### src/rtl/fpu_result_pkg.sv
// Shared definitions for the FPU result stage: exception codes, flag bit
// positions and the exponent-width helper used to size float fields.
package fpu_result_pkg;

  // Special-case code driven by the arithmetic core alongside each result
  typedef enum logic [2:0] {
    EXC_NONE    = 3'd0,
    EXC_INVALID = 3'd1,
    EXC_OVF     = 3'd2,
    EXC_UNF     = 3'd3,
    EXC_DZ      = 3'd4,
    EXC_COPY_A  = 3'd5,
    EXC_COPY_B  = 3'd6,
    EXC_RSVD    = 3'd7
  } exc_e;

  // Bit positions inside the 5-bit {NV,DZ,OF,UF,NX} flag vector
  localparam int FLG_NV = 4;
  localparam int FLG_DZ = 3;
  localparam int FLG_OF = 2;
  localparam int FLG_UF = 1;
  localparam int FLG_NX = 0;
  localparam int FLAG_W = 5;

  // Exponent field width for the supported IEEE-754 formats
  function automatic int exp_w(input int width);
    case (width)
      16:      return 5;
      64:      return 11;
      default: return 8;
    endcase
  endfunction

endpackage

### src/rtl/fpu_result_fifo.sv
// Generic synchronous FIFO. Pointers carry one extra wrap bit so that full
// and empty can be told apart when the index bits are equal.
module fpu_result_fifo #(
  parameter int DATA_W = 37,
  parameter int DEPTH  = 2
) (
  input  logic                    clk,
  input  logic                    arst_n,
  input  logic                    push,
  input  logic                    pop,
  input  logic [DATA_W-1:0]       wdata,
  output logic [DATA_W-1:0]       rdata,
  output logic                    full,
  output logic                    empty,
  output logic [$clog2(DEPTH):0]  level
);

  localparam int AW = $clog2(DEPTH);
  localparam logic [AW:0] PTR_ONE = {{AW{1'b0}}, 1'b1};

  logic [DATA_W-1:0] mem [DEPTH];
  logic [AW:0]       wr_ptr;
  logic [AW:0]       rd_ptr;
  logic              do_push;
  logic              do_pop;

  assign do_push = push && !full;
  assign do_pop  = pop && !empty;

  assign empty = (wr_ptr == rd_ptr);
  assign full  = (wr_ptr[AW] != rd_ptr[AW]) && (wr_ptr[AW-1:0] == rd_ptr[AW-1:0]);
  assign level = wr_ptr - rd_ptr;
  assign rdata = mem[rd_ptr[AW-1:0]];

  // Storage and pointer advance; a reset discards everything in flight
  always_ff @(posedge clk or negedge arst_n) begin
    if (!arst_n) begin
      wr_ptr <= '0;
      rd_ptr <= '0;
      for (int i = 0; i < DEPTH; i++) begin
        mem[i] <= '0;
      end
    end else begin
      if (do_push) begin
        mem[wr_ptr[AW-1:0]] <= wdata;
        wr_ptr <= wr_ptr + PTR_ONE;
      end
      if (do_pop) begin
        rd_ptr <= rd_ptr + PTR_ONE;
      end
    end
  end

endmodule

### src/rtl/fpu_result_stage.sv
// FPU result stage: picks the final IEEE-754 value (normal or special case),
// queues it with its flags for writeback and accumulates sticky flags.
module fpu_result_stage
  import fpu_result_pkg::*;
#(
  parameter int WIDTH = 32,
  parameter int DEPTH = 2
) (
  input  logic                    clk,
  input  logic                    arst_n,
  input  logic                    in_valid,
  output logic                    in_ready,
  input  logic [WIDTH-1:0]        R_normal,
  input  logic [2:0]              exception_flag,
  input  logic                    sign_a,
  input  logic                    sign_b,
  input  logic [WIDTH-2:0]        copied_operand,
  input  logic                    inexact,
  output logic                    out_valid,
  input  logic                    out_ready,
  output logic [WIDTH-1:0]        R,
  output logic [FLAG_W-1:0]       out_flags,
  output logic [FLAG_W-1:0]       fflags,
  input  logic                    fflags_clr,
  output logic [$clog2(DEPTH):0]  fifo_level
);

  localparam int EXP_W   = exp_w(WIDTH);
  localparam int MAN_W   = WIDTH - 1 - EXP_W;
  localparam int ENTRY_W = WIDTH + FLAG_W;

  // Magnitude of infinity and the canonical quiet NaN for this format
  localparam logic [WIDTH-2:0] INF_MAG = {{EXP_W{1'b1}}, {MAN_W{1'b0}}};
  localparam logic [WIDTH-1:0] QNAN    = {1'b0, {EXP_W{1'b1}}, 1'b1, {(MAN_W-1){1'b0}}};

  logic                 sx;
  logic [WIDTH-1:0]     r_sel;
  logic [FLAG_W-1:0]    flags_sel;
  logic                 push;
  logic                 pop;
  logic                 fifo_full;
  logic                 fifo_empty;
  logic [ENTRY_W-1:0]   head_data;
  logic [ENTRY_W-1:0]   held;
  logic [ENTRY_W-1:0]   shown;

  assign sx = sign_a ^ sign_b;

  // Choose the result value and its per-operation flags from the exception code
  always_comb begin
    r_sel     = '0;
    flags_sel = '0;
    case (exc_e'(exception_flag))
      EXC_NONE: begin
        r_sel             = R_normal;
        flags_sel[FLG_NX] = inexact;
      end
      EXC_INVALID, EXC_RSVD: begin
        r_sel             = QNAN;
        flags_sel[FLG_NV] = 1'b1;
      end
      EXC_OVF: begin
        r_sel             = {sx, INF_MAG};
        flags_sel[FLG_OF] = 1'b1;
        flags_sel[FLG_NX] = 1'b1;
      end
      EXC_UNF: begin
        r_sel             = {sx, {(WIDTH-1){1'b0}}};
        flags_sel[FLG_UF] = 1'b1;
        flags_sel[FLG_NX] = 1'b1;
      end
      EXC_DZ: begin
        r_sel             = {sx, INF_MAG};
        flags_sel[FLG_DZ] = 1'b1;
      end
      EXC_COPY_A: begin
        r_sel = {sign_a, copied_operand};
      end
      EXC_COPY_B: begin
        r_sel = {sign_b, copied_operand};
      end
    endcase
  end

  // in_ready depends only on stored state, so a full queue refuses a push
  // even in a cycle where writeback is popping
  assign in_ready  = !fifo_full;
  assign out_valid = !fifo_empty;
  assign push      = in_valid && in_ready;
  assign pop       = out_valid && out_ready;

  fpu_result_fifo #(
    .DATA_W (ENTRY_W),
    .DEPTH  (DEPTH)
  ) u_fifo (
    .clk    (clk),
    .arst_n (arst_n),
    .push   (push),
    .pop    (pop),
    .wdata  ({r_sel, flags_sel}),
    .rdata  (head_data),
    .full   (fifo_full),
    .empty  (fifo_empty),
    .level  (fifo_level)
  );

  // Remember the most recently consumed entry so outputs hold steady when empty
  always_ff @(posedge clk or negedge arst_n) begin
    if (!arst_n) begin
      held <= '0;
    end else if (pop) begin
      held <= head_data;
    end
  end

  assign shown     = fifo_empty ? held : head_data;
  assign R         = shown[ENTRY_W-1:FLAG_W];
  assign out_flags = shown[FLAG_W-1:0];

  // Sticky flags accumulate on accept; a clear in the same cycle keeps only the new flags
  always_ff @(posedge clk or negedge arst_n) begin
    if (!arst_n) begin
      fflags <= '0;
    end else if (push) begin
      fflags <= (fflags_clr ? '0 : fflags) | flags_sel;
    end else if (fflags_clr) begin
      fflags <= '0;
    end
  end

endmodule

### config.mk
export PLATFORM = sky130hd
export DESIGN_NAME = fpu_result_stage
export DESIGN_NICKNAME = d
export VERILOG_FILES = /design/src/rtl/fpu_result_pkg.sv /design/src/rtl/fpu_result_fifo.sv /design/src/rtl/fpu_result_stage.sv
export SDC_FILE = /design/constraint.sdc
export NUM_CORES = 1
export LEC_CHECK = 0
export CAP_MARGIN = 20
export CORE_ASPECT_RATIO = 1.5
export CORE_MARGIN = 2
export CORE_UTILIZATION = 57
export DETAILED_ROUTE_END_ITERATION = 7
export GPL_TIMING_DRIVEN = 0
export PLACE_DENSITY = 0.86
export SLEW_MARGIN = 20
export SYNTH_ARGS = -nofsm -noshare
export SYNTH_HDL_FRONTEND = slang
export SYNTH_HIERARCHICAL = 1
export SYNTH_SLANG_ARGS = --single-unit
### constraint.sdc
create_clock -name clk -period 8.1 [get_ports clk]
set_clock_uncertainty 0.15 [all_clocks]
set_input_delay 2.025 -clock clk [delete_from_list [all_inputs] [get_ports clk]]
set_output_delay 2.025 -clock clk [all_outputs]
set_load 0.01 [all_outputs]
## After elaboration in Yosys (flattened, before gate mapping)

Index checks and enable logic that the tools add are counted.

| storage, ports and cells | value |
|---|---|
| register bits | 120 |
| input bits | 74 |
| output and inout port bits | 46 |
| logic and storage cells | 53 |

| cells by class | value |
|---|---|
| add/subtract/negate cells | 3 |
| order comparisons | 3 |
| eq/ne operators | 10 |
| mux-type cells | 15 |
| bitwise operators | 4 |
| reductions and logical operators | 12 |

Operators with widths:

| operator | count |
|---|---|
| one-hot mux 32 bit (6 select lines) | 1 |
| 2-to-1 mux 37 bit | 5 |
| bitwise mux 74 bit | 1 |
| demux 37 bit (select 1 bit) | 1 |
| == test 3 bit, second input constant | 4 |
| 2-to-1 mux 5 bit | 2 |
| == test 3 x 2 -> 1 bit, second input constant | 2 |
| logical AND 1 bit | 6 |
| OR reduction 2 bit | 3 |
| bitwise OR 5 bit | 1 |
| adder 2 x 1 -> 2 bit, second input constant | 2 |
| >= comparator 2 bit, second input constant | 2 |
| 2-to-1 mux 1 bit | 4 |
| NOT 1 -> 2 bit | 2 |
| == test 3 x 1 -> 1 bit, second input constant | 1 |
| logical NOT 3 bit | 1 |
| == test 2 bit | 1 |
| logical NOT 1 bit | 2 |
| less-than comparator 2 x 1 -> 1 bit, second input constant | 1 |
| one-hot mux 1 bit (2 select lines) | 1 |
| subtractor 2 bit | 1 |
| == test 1 bit | 1 |
| != test 1 bit | 1 |
| bitwise XOR 1 bit | 1 |

## Longest topological paths before layout

Gate-level depths: netlist of run 1.

| depth | value |
|---|---|
| depth after elaboration | 6 |
| depth in mapped cells | 13 |
| mapped depth without buffers | 10 |

## Cells and area by module

Netlist of run 1, hierarchy kept.

By module, submodules not included:

| module | times used | cells an instance | area each (µm²) | sequential area each (µm²) |
|---|---|---|---|---|
| fpu_result_fifo | 1 | 223 | 3,752.3 | 1,951.9 |
| fpu_result_stage | 1 | 236 | 2,665.1 | 1,051.0 |

## Worst setup path after synthesis of run 1

Ideal clock, no wire load.

| timing | value |
|---|---|
| kind | register to output |
| start point | reg u_fifo.wr_ptr[0] |
| end point | out R[10] |
| data arrival time | 1.928 ns |
| slack | 3.997 ns |
| stages on the path, launching flop included | 9 |
| buffers on the path | 3 |
| cell sequence | dfrtp_1 -> inv_1 -> ha_1 -> buf_2 -> inv_1 -> nor2_1 -> buf_2 -> buf_2 -> mux2_2 |

| on the way | value |
|---|---|
| word-level cells in the longest chain between the ends | 2 |

RTL lines:

| what | RTL line | RTL |
|---|---|---|
| from (decl) | fpu_result_fifo.sv:22 | `logic [AW:0] wr_ptr;` |
| from (signal assigned) | fpu_result_fifo.sv:46 | `wr_ptr <= wr_ptr + PTR_ONE;` |
| == test 2 bit | fpu_result_fifo.sv:30 | `assign empty = (wr_ptr == rd_ptr);` |
| via fifo_empty | fpu_result_stage.sv:42 | `logic fifo_empty;` |
| 2-to-1 mux 37 bit | fpu_result_stage.sv:116 | `assign shown = fifo_empty ? held : head_data;` |
| to (decl) | fpu_result_stage.sv:21 | `output logic [WIDTH-1:0] R,` |

The timed path passes the listed nets, and every way through them passes these cells.

## Worst setup path after layout of run 1

| timing | value |
|---|---|
| start point | reg u_fifo.wr_ptr[0] |
| end point | out R[5] |

The elaborated chain is that of the path after synthesis.

==> impl_metrics.env, run 1 <==
export IMPL_outcome="complete, no violations"
export IMPL_hp_class="flip-flop to flip-flop"
export IMPL_post_cts_resized=0
export IMPL_die_x_um=90.6
export IMPL_vdd_ir_drop_max_v=0.000247
export IMPL_gp_congestion=0.878
export IMPL_core_region_area_sq_um=11000
export IMPL_routed_wl_um=15800
export IMPL_clk_pin_slew_ns=0.05
export IMPL_path_cells="inv_1 -> ha_1 -> buf_2 -> inv_1 -> nor2_1 -> buf_2 -> buf_2 -> mux2_2 -> clkdlybuf4s50_1"
export IMPL_power_w=0.00378
export IMPL_p_leak_nw=3.80
export IMPL_fin_crit_ns=5.34
export IMPL_final_cell_mix="120 x dfrtp_1, 117 x mux2_2, 117 x clkdlybuf4s50_1"
export IMPL_die_area_sq_um=12100
export IMPL_yosysSeqAreaShare=0.468
export IMPL_diodes=0
export IMPL_slowest_delay_ns=0.49
export IMPL_cts_sinks=120
export IMPL_synth_edff_count=0
export IMPL_cts_hold_buf=0
export IMPL_final_util=0.766
export IMPL_ys_flop_type="dfrtp_1"
export IMPL_grt_pass1_wl_um=25800
export IMPL_worst_skew_pair_late_latency_ns=0.41
export IMPL_grt_pass1_vias=4977
export IMPL_netlist_instances=459
export IMPL_fillers=687
export IMPL_layout_commonest_cell="dfrtp_1"
export IMPL_start_util=0.584
export IMPL_antenna_found_initial=0
export IMPL_crit_top_cell="buf_2"
export IMPL_htree_levels=4
export IMPL_avgSynthCellArea_sq_um=14.0
export IMPL_required_ns=5.93
export IMPL_dieHeight_um=134
export IMPL_dpl_worst_slack_ns=3.23
export IMPL_routedWlPerCell_um=20.8
export IMPL_crit_type="flip-flop to primary output"
export IMPL_dr_total_vias=4349
export IMPL_area_growth_pct=31.3
export IMPL_final_max_slew_violation_count=0
export IMPL_viasPerCell=5.75
export IMPL_grt_max_degree=85
export IMPL_drive_gt1_frac=0.399
export IMPL_setup_viol=0
export IMPL_maxCapViolations=0
export IMPL_yosysWarnings=6
export IMPL_synth_seq_cells=120
export IMPL_start_kind="flip-flop"
export IMPL_cts_tree="done"
export IMPL_syn_cell_area_sq_um=6420
export IMPL_placement_rows=47
export IMPL_nets=672
export IMPL_drcViolationCount=0
export IMPL_synthArstFlopShare=1.00
export IMPL_overflow=0
export IMPL_final_period_utilization=0.660
export IMPL_synth_distinct_cells=41
export IMPL_rsz0062_at_grt="no"
export IMPL_clockBufferDepth=2
export IMPL_worst_pin_slew_ns=0.725
export IMPL_root_buffer="clkbuf_16"
export IMPL_firstDrtPassIters=4
export IMPL_cts_setup_buffers=0
export IMPL_port_buffers=118
export IMPL_hold_viol=0
export IMPL_cts_made_buffers=17
export IMPL_powerDensity_nw_per_um2=449
export IMPL_fin_ws_ns=2.76
export IMPL_ant_nets=0
export IMPL_syn_nets=534
export IMPL_timing_fmax_mhz=187
export IMPL_io_pins=120
export IMPL_post_dp_hpwl_um=10700
export IMPL_drt_iter0_drc=153
export IMPL_critPathCaptureType="primary output"
export IMPL_crit_fanout=10
export IMPL_final_setup_tns_ns=0
export IMPL_critPathSlowestCell="clkdlybuf4s50_1"
export IMPL_grtUsageTotal=0.273
export IMPL_timing_slew_headroom=0.516
export IMPL_arrival_ns=3.17
[kinds of logic after synthesis]
group | share of synthesized area
compound gates | 0.0669
xor+xnor | 0.00975
fa+ha+maj | 0.00195
buf+inv | 0.0456
flops | 0.468
mux | 0.360
simple gates | 0.0482
[per-layer routing]
layer | up-vias | GRT usage | wire (um)
met1 | 2224 | 0.308 | 6070
met2 | 144 | 0.497 | 8540
met3 | 30 | 0.0579 | 716
met4 | 0 | 0.117 | 427
li1 | 1951 | - | -
met5 | - | 0 | 0
[flip-flops by register name, summed over array words and instances, names as in the netlist]
name	flops
fflags	5
held	37
u_fifo/mem	74
u_fifo/rd_ptr	2
u_fifo/wr_ptr	2
[power breakdown]
| group | switching, W | internal [W] | total, W |
|---|---|---|---|
| sequential | 0.000141 | 0.000848 | 0.000990 |
| combinational | 0.000824 | 0.00117 | 0.00200 |
| clock | 0.000263 | 0.000527 | 0.000790 |
[area by class of cell]
| type | instances | area (sq um) | share of cell area |
|---|---|---|---|
| inverters | 10 | 37.5 | 0.00446 |
| flip-flops and latches | 120 | 3000 | 0.357 |
| multi-input cells | 297 | 3120 | 0.371 |
| well taps | 147 | 184 | 0.0218 |
| clock inverters | 9 | 148 | 0.0175 |
| clock buffers | 22 | 464 | 0.0551 |
| repair buffers | 119 | 1210 | 0.144 |
| plain buffers | 32 | 255 | 0.0303 |
[cells in the mapped netlist (2+ instances only)]
cell        n  share of area
o22ai_1     2         0.0019
nor2b_1     3         0.0029
buf_12      6          0.019
nand2b_1    4         0.0039
dfrtp_1   120           0.47
xnor2_1     3         0.0041
nand3b_1    8         0.0094
o32ai_1     2         0.0027
clkbuf_1    4         0.0023
mux2_4     60           0.14
a22o_1     26          0.035
nand3_1     8         0.0062
mux2_1      8          0.014
o21ai_0     4         0.0031
mux2_2    117           0.21
buf_2      18          0.014
buf_4       4         0.0047
nor2_1      4         0.0023
inv_1       9         0.0053
nor3_1      3         0.0023
or3b_1      7         0.0096
o21ai_1    16          0.012
nand2_1     4         0.0023
a21oi_4     2         0.0051
[critical path, delay by kind of cell (launching register included)]
kind / cells / cell delay [ns]
flops: 1 / 0.37
fa+ha+maj: 1 / 0.27
buf+inv: 6 / 1.54
mux: 1 / 0.40
simple gates: 1 / 0.18
[metrics by stage]
step	hold WS (ns)	cells	cell area [sq um]
final	0.345	756	8420
after global routing	0.360	756	8420
after CTS	0.343	756	8420
after detailed placement	0.332	725	7810
after global placement	0.318	724	7780
after floorplan	0.309	459	6420
[path summary, 6_finish.rpt]
kind | from | endpoint | slack [ns] | cells past startpoint
max | u_fifo/wr_ptr[0] | R[5] | 2.76 | 9
max in group asynchronous | arst_n | u_fifo/mem[5] | 5.72 | 2
max reg2reg | u_fifo/wr_ptr[0] | u_fifo/mem[16] | 5.13 | 10
min | held[11] | held[11] | 0.35 | 1
min in group asynchronous | arst_n | held[31] | 1.36 | 1
min reg2reg | held[11] | held[11] | 0.35 | 1
(Power assumes the default switching activity.)
==> run 2: changes to the inputs <==
--- a/config.mk
+++ b/config.mk
@@ -8,10 +8,10 @@
 export CAP_MARGIN = 20
 export CORE_ASPECT_RATIO = 1.5
 export CORE_MARGIN = 2
-export CORE_UTILIZATION = 57
+export CORE_UTILIZATION = 53
 export DETAILED_ROUTE_END_ITERATION = 7
 export GPL_TIMING_DRIVEN = 0
-export PLACE_DENSITY = 0.86
+export PLACE_DENSITY = 0.81
 export SLEW_MARGIN = 20
 export SYNTH_ARGS = -nofsm -noshare
 export SYNTH_HDL_FRONTEND = slang
==> constraint.sdc (replaced) <==
create_clock -name clk -period 5.3 [get_ports clk]
set_clock_uncertainty 0.15 [all_clocks]
set_input_delay 1.325 -clock clk [delete_from_list [all_inputs] [get_ports clk]]
set_output_delay 1.325 -clock clk [all_outputs]
set_load 0.01 [all_outputs]
==> impl_metrics.env, run 2 (same netlist as run 1, synthesis figures left out) <==
export IMPL_routed_top_layer="met4"
export IMPL_fin_crit_ns=4.69
export IMPL_clk_pin_slew_ns=0.05
export IMPL_route_met2_wl_um=8510
export IMPL_timing_slew_headroom=0.550
export IMPL_r2r_start="u_fifo/wr_ptr[0]"
export IMPL_route_met3_wl_um=654
export IMPL_overflow=0
export IMPL_htree_levels=4
export IMPL_stdcell_count=763
export IMPL_final_max_slew_violation_count=0
export IMPL_cts_tree="done"
export IMPL_grt_pass1_wl_um=25100
export IMPL_grt_pass1_vias=4857
export IMPL_placement_rows=49
export IMPL_cts_sinks=120
export IMPL_viasPerCell=5.67
export IMPL_nets=672
export IMPL_antenna_found_initial=0
export IMPL_hp_class="flip-flop to flip-flop"
export IMPL_m1WireLength_um=5900
export IMPL_top_regs="u_fifo/mem: 74 flops, held: 37 flops, fflags: 5 flops"
export IMPL_drive_gt1_frac=0.405
export IMPL_diodes=0
export IMPL_grt_max_degree=78
export IMPL_worst_pin_slew_ns=0.675
export IMPL_maxCapViolations=0
export IMPL_setup_viol=0
export IMPL_dp_cells=731
export IMPL_hold_viol=0
export IMPL_cts_setup_buffers=0
export IMPL_rr_endpoint="u_fifo/mem[15]"
export IMPL_layout_commonest_cell="dfrtp_1"
export IMPL_final_period_utilization=0.885
export IMPL_routedWlPerCell_um=20.1
export IMPL_post_cts_resized=0
export IMPL_fillers=831
export IMPL_critPathCaptureType="primary output"
export IMPL_crit_fanout=10
export IMPL_die_area_sq_um=13000
export IMPL_internal_power_w=0.00401
export IMPL_start_util=0.540
export IMPL_drt_iter0_drc=152
export IMPL_drcViolationCount=0
export IMPL_required_ns=3.83
export IMPL_root_buffer="clkbuf_16"
export IMPL_p_leak_nw=3.82
export IMPL_firstDrtPassIters=4
export IMPL_seq_power_share=0.256
export IMPL_io_pins=120
export IMPL_final_cell_mix="120 x dfrtp_1, 117 x mux2_2, 117 x clkdlybuf4s50_1"
export IMPL_reg2reg_slack_ns=2.32
export IMPL_clockBufferDepth=2
export IMPL_port_buffers=118
export IMPL_worst_skew_pair_late_latency_ns=0.40
export IMPL_grtUsageTotal=0.248
export IMPL_dieHeight_um=139
export IMPL_rsz0062_at_grt="no"
export IMPL_ant_nets=0
export IMPL_post_dp_hpwl_um=10700
export IMPL_top_register="u_fifo/mem"
export IMPL_pwr_share_comb=0.519
export IMPL_min_from="held[13]"
export IMPL_core_region_area_sq_um=11900
export IMPL_cts_hold_buf=0
export IMPL_vdd_ir_drop_max_v=0.000446
export IMPL_hold_ws_ns=0.340
export IMPL_switchingPower_w=0.00186
export IMPL_largest_register_ffs=74
export IMPL_routed_wl_um=15400
export IMPL_crit_type="flip-flop to primary output"
export IMPL_holdPathEnd="held[13]"
export IMPL_clkPwrFrac=0.225
export IMPL_rr_worst_depth=10
export IMPL_dr_total_vias=4323
export IMPL_power_share_switching=0.317
export IMPL_arrival_ns=3.21
export IMPL_die_x_um=93.8
export IMPL_powerDensity_nw_per_um2=690
export IMPL_area_growth_pct=32.5
export IMPL_worstHoldPathCells=1
export IMPL_timing_fmax_mhz=213
export IMPL_cts_made_buffers=17
export IMPL_start_kind="flip-flop"
export IMPL_gp_congestion=0.813
export IMPL_outcome="complete, no violations"
## run 2: area by class of cell
type | count | area (sq um) | area share
clock buffers | 20 | 467 | 0.0549
plain buffers | 32 | 255 | 0.0300
multi-input cells | 297 | 3120 | 0.367
repair buffers | 119 | 1210 | 0.142
clock inverters | 12 | 220 | 0.0259
well taps | 153 | 191 | 0.0225
inverters | 10 | 37.5 | 0.00441
flip-flops and latches | 120 | 3000 | 0.353
## run 2: per-layer routing
metal / GRT usage / vias up
li1: - / 1948
met1: 0.283 / 2229
met2: 0.456 / 124
met3: 0.0522 / 22
met4: 0.0770 / 0
met5: 0 / -
## run 2: worst max-delay path: stages (launching register included)
cell and delay [ns]:
dfrtp_1 0.37, inv_1 0.08, ha_1 0.27, buf_2 0.22
inv_1 0.14, nor2_1 0.20, buf_2 0.29, buf_2 0.34
mux2_2 0.41, clkdlybuf4s50_1 0.48
## run 2: how the worst max path moves through the flow
stage | depth (start not counted) | endpoint | start | slack, ns
after global placement | 1 | u_fifo/mem[14] | arst_n | -1.71
after detailed placement | 9 | R[21] | u_fifo/wr_ptr[0] | 1.06
after global routing | 9 | R[25] | u_fifo/wr_ptr[0] | 0.46
final | 9 | R[26] | u_fifo/wr_ptr[0] | 0.61
after CTS | 9 | R[20] | u_fifo/wr_ptr[0] | 0.57
after floorplan | 8 | R[10] | u_fifo/wr_ptr[0] | 1.90
## run 2: power groups by stage
stage	clock [W]	combinational [W]	sequential, W
2_1_floorplan	0	0.00202	0.00144
3_3_place_gp	0	0.00297	0.00147
3_5_place_dp	0	0.00304	0.00150
4_1_cts	0.00134	0.00308	0.00150
5_1_grt	0.00138	0.00324	0.00154
6_report	0.00132	0.00305	0.00150
## run 2: stage by stage
stage | power, W | setup slack (ns) | setup TNS [ns] | instance area (sq um) | utilization
after global placement | 0.00444 | -1.71 | -203.84 | 7790 | 0.655
final | 0.00587 | 0.612 | 0 | 8510 | 0.715
after floorplan | 0.00346 | 1.90 | 0 | 6420 | -
after detailed placement | 0.00454 | 1.06 | 0 | 7820 | 0.657
after CTS | 0.00592 | 0.568 | 0 | 8510 | 0.715
after global routing | 0.00616 | 0.462 | 0 | 8510 | 0.715
==> run 3: changes to the inputs <==
--- a/config.mk
+++ b/config.mk
@@ -8,12 +8,12 @@
 export CAP_MARGIN = 20
 export CORE_ASPECT_RATIO = 1.5
 export CORE_MARGIN = 2
-export CORE_UTILIZATION = 53
+export CORE_UTILIZATION = 52
+export CTS_CLUSTER_DIAMETER = 80
 export DETAILED_ROUTE_END_ITERATION = 7
 export GPL_TIMING_DRIVEN = 0
-export PLACE_DENSITY = 0.81
+export PLACE_DENSITY = 0.8
 export SLEW_MARGIN = 20
 export SYNTH_ARGS = -nofsm -noshare
 export SYNTH_HDL_FRONTEND = slang
-export SYNTH_HIERARCHICAL = 1
 export SYNTH_SLANG_ARGS = --single-unit
==> impl_metrics.env, run 3 <==
export IMPL_critPathSlowestCell="clkdlybuf4s50_1"
export IMPL_cts_hold_buf=0
export IMPL_largest_register_ffs=74
export IMPL_critPathBufInv=3
export IMPL_yosys_area_top_type="dfrtp_1"
export IMPL_worst_pin_slew_ns=0.692
export IMPL_required_ns=3.83
export IMPL_synth_top_area_frac=0.487
export IMPL_ant_nets=0
export IMPL_final_period_utilization=0.813
export IMPL_crit_type="flip-flop to primary output"
export IMPL_top_register="u_fifo.mem"
export IMPL_arrival_ns=2.84
export IMPL_reg2reg_slack_ns=2.89
export IMPL_detailed_place_area_sq_um=7570
export IMPL_root_buffer="clkbuf_16"
export IMPL_p_leak_nw=3.69
export IMPL_die_area_sq_um=12800
export IMPL_drcViolationCount=0
export IMPL_firstDrtPassIters=6
export IMPL_avgSynthCellArea_sq_um=8.88
export IMPL_crit_fanout=10
export IMPL_rr_endpoint="held[25]"
export IMPL_fin_ws_ns=0.990
export IMPL_fillers=883
export IMPL_path_cells="xnor2_2 -> nand2_1 -> buf_4 -> buf_2 -> a21oi_1 -> clkdlybuf4s50_1"
export IMPL_routed_wl_um=18400
export IMPL_outcome="complete, no violations"
export IMPL_grtUsageTotal=0.295
export IMPL_slowest_delay_ns=0.59
export IMPL_crit_end="R[20]"
export IMPL_yosysSeqAreaShare=0.487
export IMPL_core_region_area_sq_um=11500
export IMPL_synthArstFlopShare=1.00
export IMPL_grt_max_degree=83
export IMPL_yosysWarnings=0
export IMPL_io_pins=120
export IMPL_start_util=0.535
export IMPL_rr_worst_depth=7
export IMPL_placement_rows=48
export IMPL_path_depth=6
export IMPL_post_cts_resized=0
export IMPL_yosysMostFrequentCell="nand2_1"
export IMPL_synth_area_leaders="dfrtp_1 49%, nand2_1 8.4%, o21ai_0 8.0%"
export IMPL_synth_distinct_cells=37
export IMPL_die_x_um=92.9
export IMPL_antenna_found_initial=0
export IMPL_routedWlPerCell_um=18.5
export IMPL_final_max_slew_violation_count=0
export IMPL_dpl_worst_slack_ns=1.55
export IMPL_grt_pass1_vias=5865
export IMPL_vdd_ir_drop_max_v=0.000452
export IMPL_gp_congestion=0.881
export IMPL_cts_tree="done"
export IMPL_final_cell_mix="138 x nand2_1, 120 x dfrtp_1, 117 x clkdlybuf4s50_1"
export IMPL_syn_cell_area_sq_um=6170
export IMPL_start_kind="flip-flop"
export IMPL_worst_skew_pair_late_latency_ns=0.41
export IMPL_cts_setup_buffers=0
export IMPL_design_area_sq_um=8170
export IMPL_layout_commonest_cell="nand2_1"
export IMPL_critPathTopFamily="buffers and inverters"
export IMPL_netlist_instances=695
export IMPL_clk_pin_slew_ns=0.05
export IMPL_fin_crit_ns=4.31
export IMPL_hp_class="flip-flop to flip-flop"
export IMPL_dieHeight_um=137
export IMPL_synth_common_cells="138 x nand2_1, 120 x dfrtp_1, 99 x o21ai_0"
export IMPL_post_dp_hpwl_um=13300
export IMPL_final_setup_tns_ns=0
export IMPL_synth_seq_cells=120
export IMPL_grt_pass1_wl_um=29000
export IMPL_hold_ws_ns=0.328
export IMPL_cts_made_buffers=17
export IMPL_area_growth_pct=32.3
export IMPL_drt_iter0_drc=570
export IMPL_top_regs="u_fifo.mem: 74 flops, held: 37 flops, fflags: 5 flops"
export IMPL_drive_gt1_frac=0.104
export IMPL_maxCapViolations=0
export IMPL_nets=908
export IMPL_synth_edff_count=0
export IMPL_cp_startpoint="u_fifo.rd_ptr[1]"
export IMPL_ys_flop_type="dfrtp_1"
export IMPL_port_buffers=118
export IMPL_htree_levels=4
export IMPL_timing_fmax_mhz=232
export IMPL_viasPerCell=5.82
export IMPL_r2r_start="u_fifo.wr_ptr[0]"
export IMPL_dr_total_vias=5792
export IMPL_overflow=0
export IMPL_clockBufferDepth=2
export IMPL_timing_slew_headroom=0.539
export IMPL_cts_sinks=120
export IMPL_diodes=0
export IMPL_powerDensity_nw_per_um2=707
export IMPL_critPathCaptureType="primary output"
export IMPL_syn_nets=770
export IMPL_rsz0062_at_grt="no"
export IMPL_setup_viol=0
export IMPL_final_util=0.708
export IMPL_hold_viol=0
[run 3: tightest hold or removal path: stages (launching register included)]
cell and delay (ns):
dfrtp_1 0.34, nand2_1 0.05, o21ai_0 0.06
[run 3: area by class of cell]
cell class | count | area [sq um] | area share
timing repair buffer | 119 | 1210 | 0.148
multi-input combinational | 505 | 2770 | 0.339
clock inverter | 9 | 123 | 0.0150
inverter | 8 | 30.0 | 0.00368
sequential | 120 | 3000 | 0.368
clock buffer | 22 | 474 | 0.0581
tap | 150 | 188 | 0.0230
buffer | 62 | 368 | 0.0451
[run 3: worst min-delay path by stage]
stage,slack (ns),start,endpoint,cells after the start
floorplan,0.30,u_fifo.mem[2],u_fifo.mem[2],2
global placement,0.31,u_fifo.mem[73],u_fifo.mem[73],2
detailed placement,0.32,u_fifo.mem[17],u_fifo.mem[17],2
CTS,0.33,u_fifo.mem[46],u_fifo.mem[46],2
global route,0.35,held[23],held[23],2
finish,0.33,u_fifo.mem[36],u_fifo.mem[36],2
[run 3: logic make-up after synthesis]
| group | Yosys count | share of synthesized area |
|---|---|---|
| and+or+nand+nor | 236 | 0.170 |
| DFF | 120 | 0.487 |
| xor gates and xnor gates | 6 | 0.00973 |
| muxes | 38 | 0.0616 |
| buffers and inverters | 70 | 0.0645 |
| AOI/OAI and AO/OA | 224 | 0.205 |
| adders and majority gates | 1 | 0.00203 |
[run 3: metal layers]
layer / part of all wire / GRT usage / vias up
met1: 0.38 / 0.344 / 2812
met4: 0.037 / 0.149 / 0
met3: 0.065 / 0.0580 / 50
li1: - / - / 2672
met2: 0.52 / 0.517 / 258
met5: 0 / 0 / -
[run 3: per-stage QoR]
step,total power [W],std cells
after detailed placement,0.00458,964
after floorplan,0.00312,695
final,0.00577,995
after global routing,0.00611,995
after global placement,0.00447,963
after CTS,0.00576,995
[run 3: power breakdown]
group | internal (W) | switching, W
Sequential | 0.00130 | 0.000210
Combinational | 0.00143 | 0.00167
Clock | 0.000769 | 0.000396
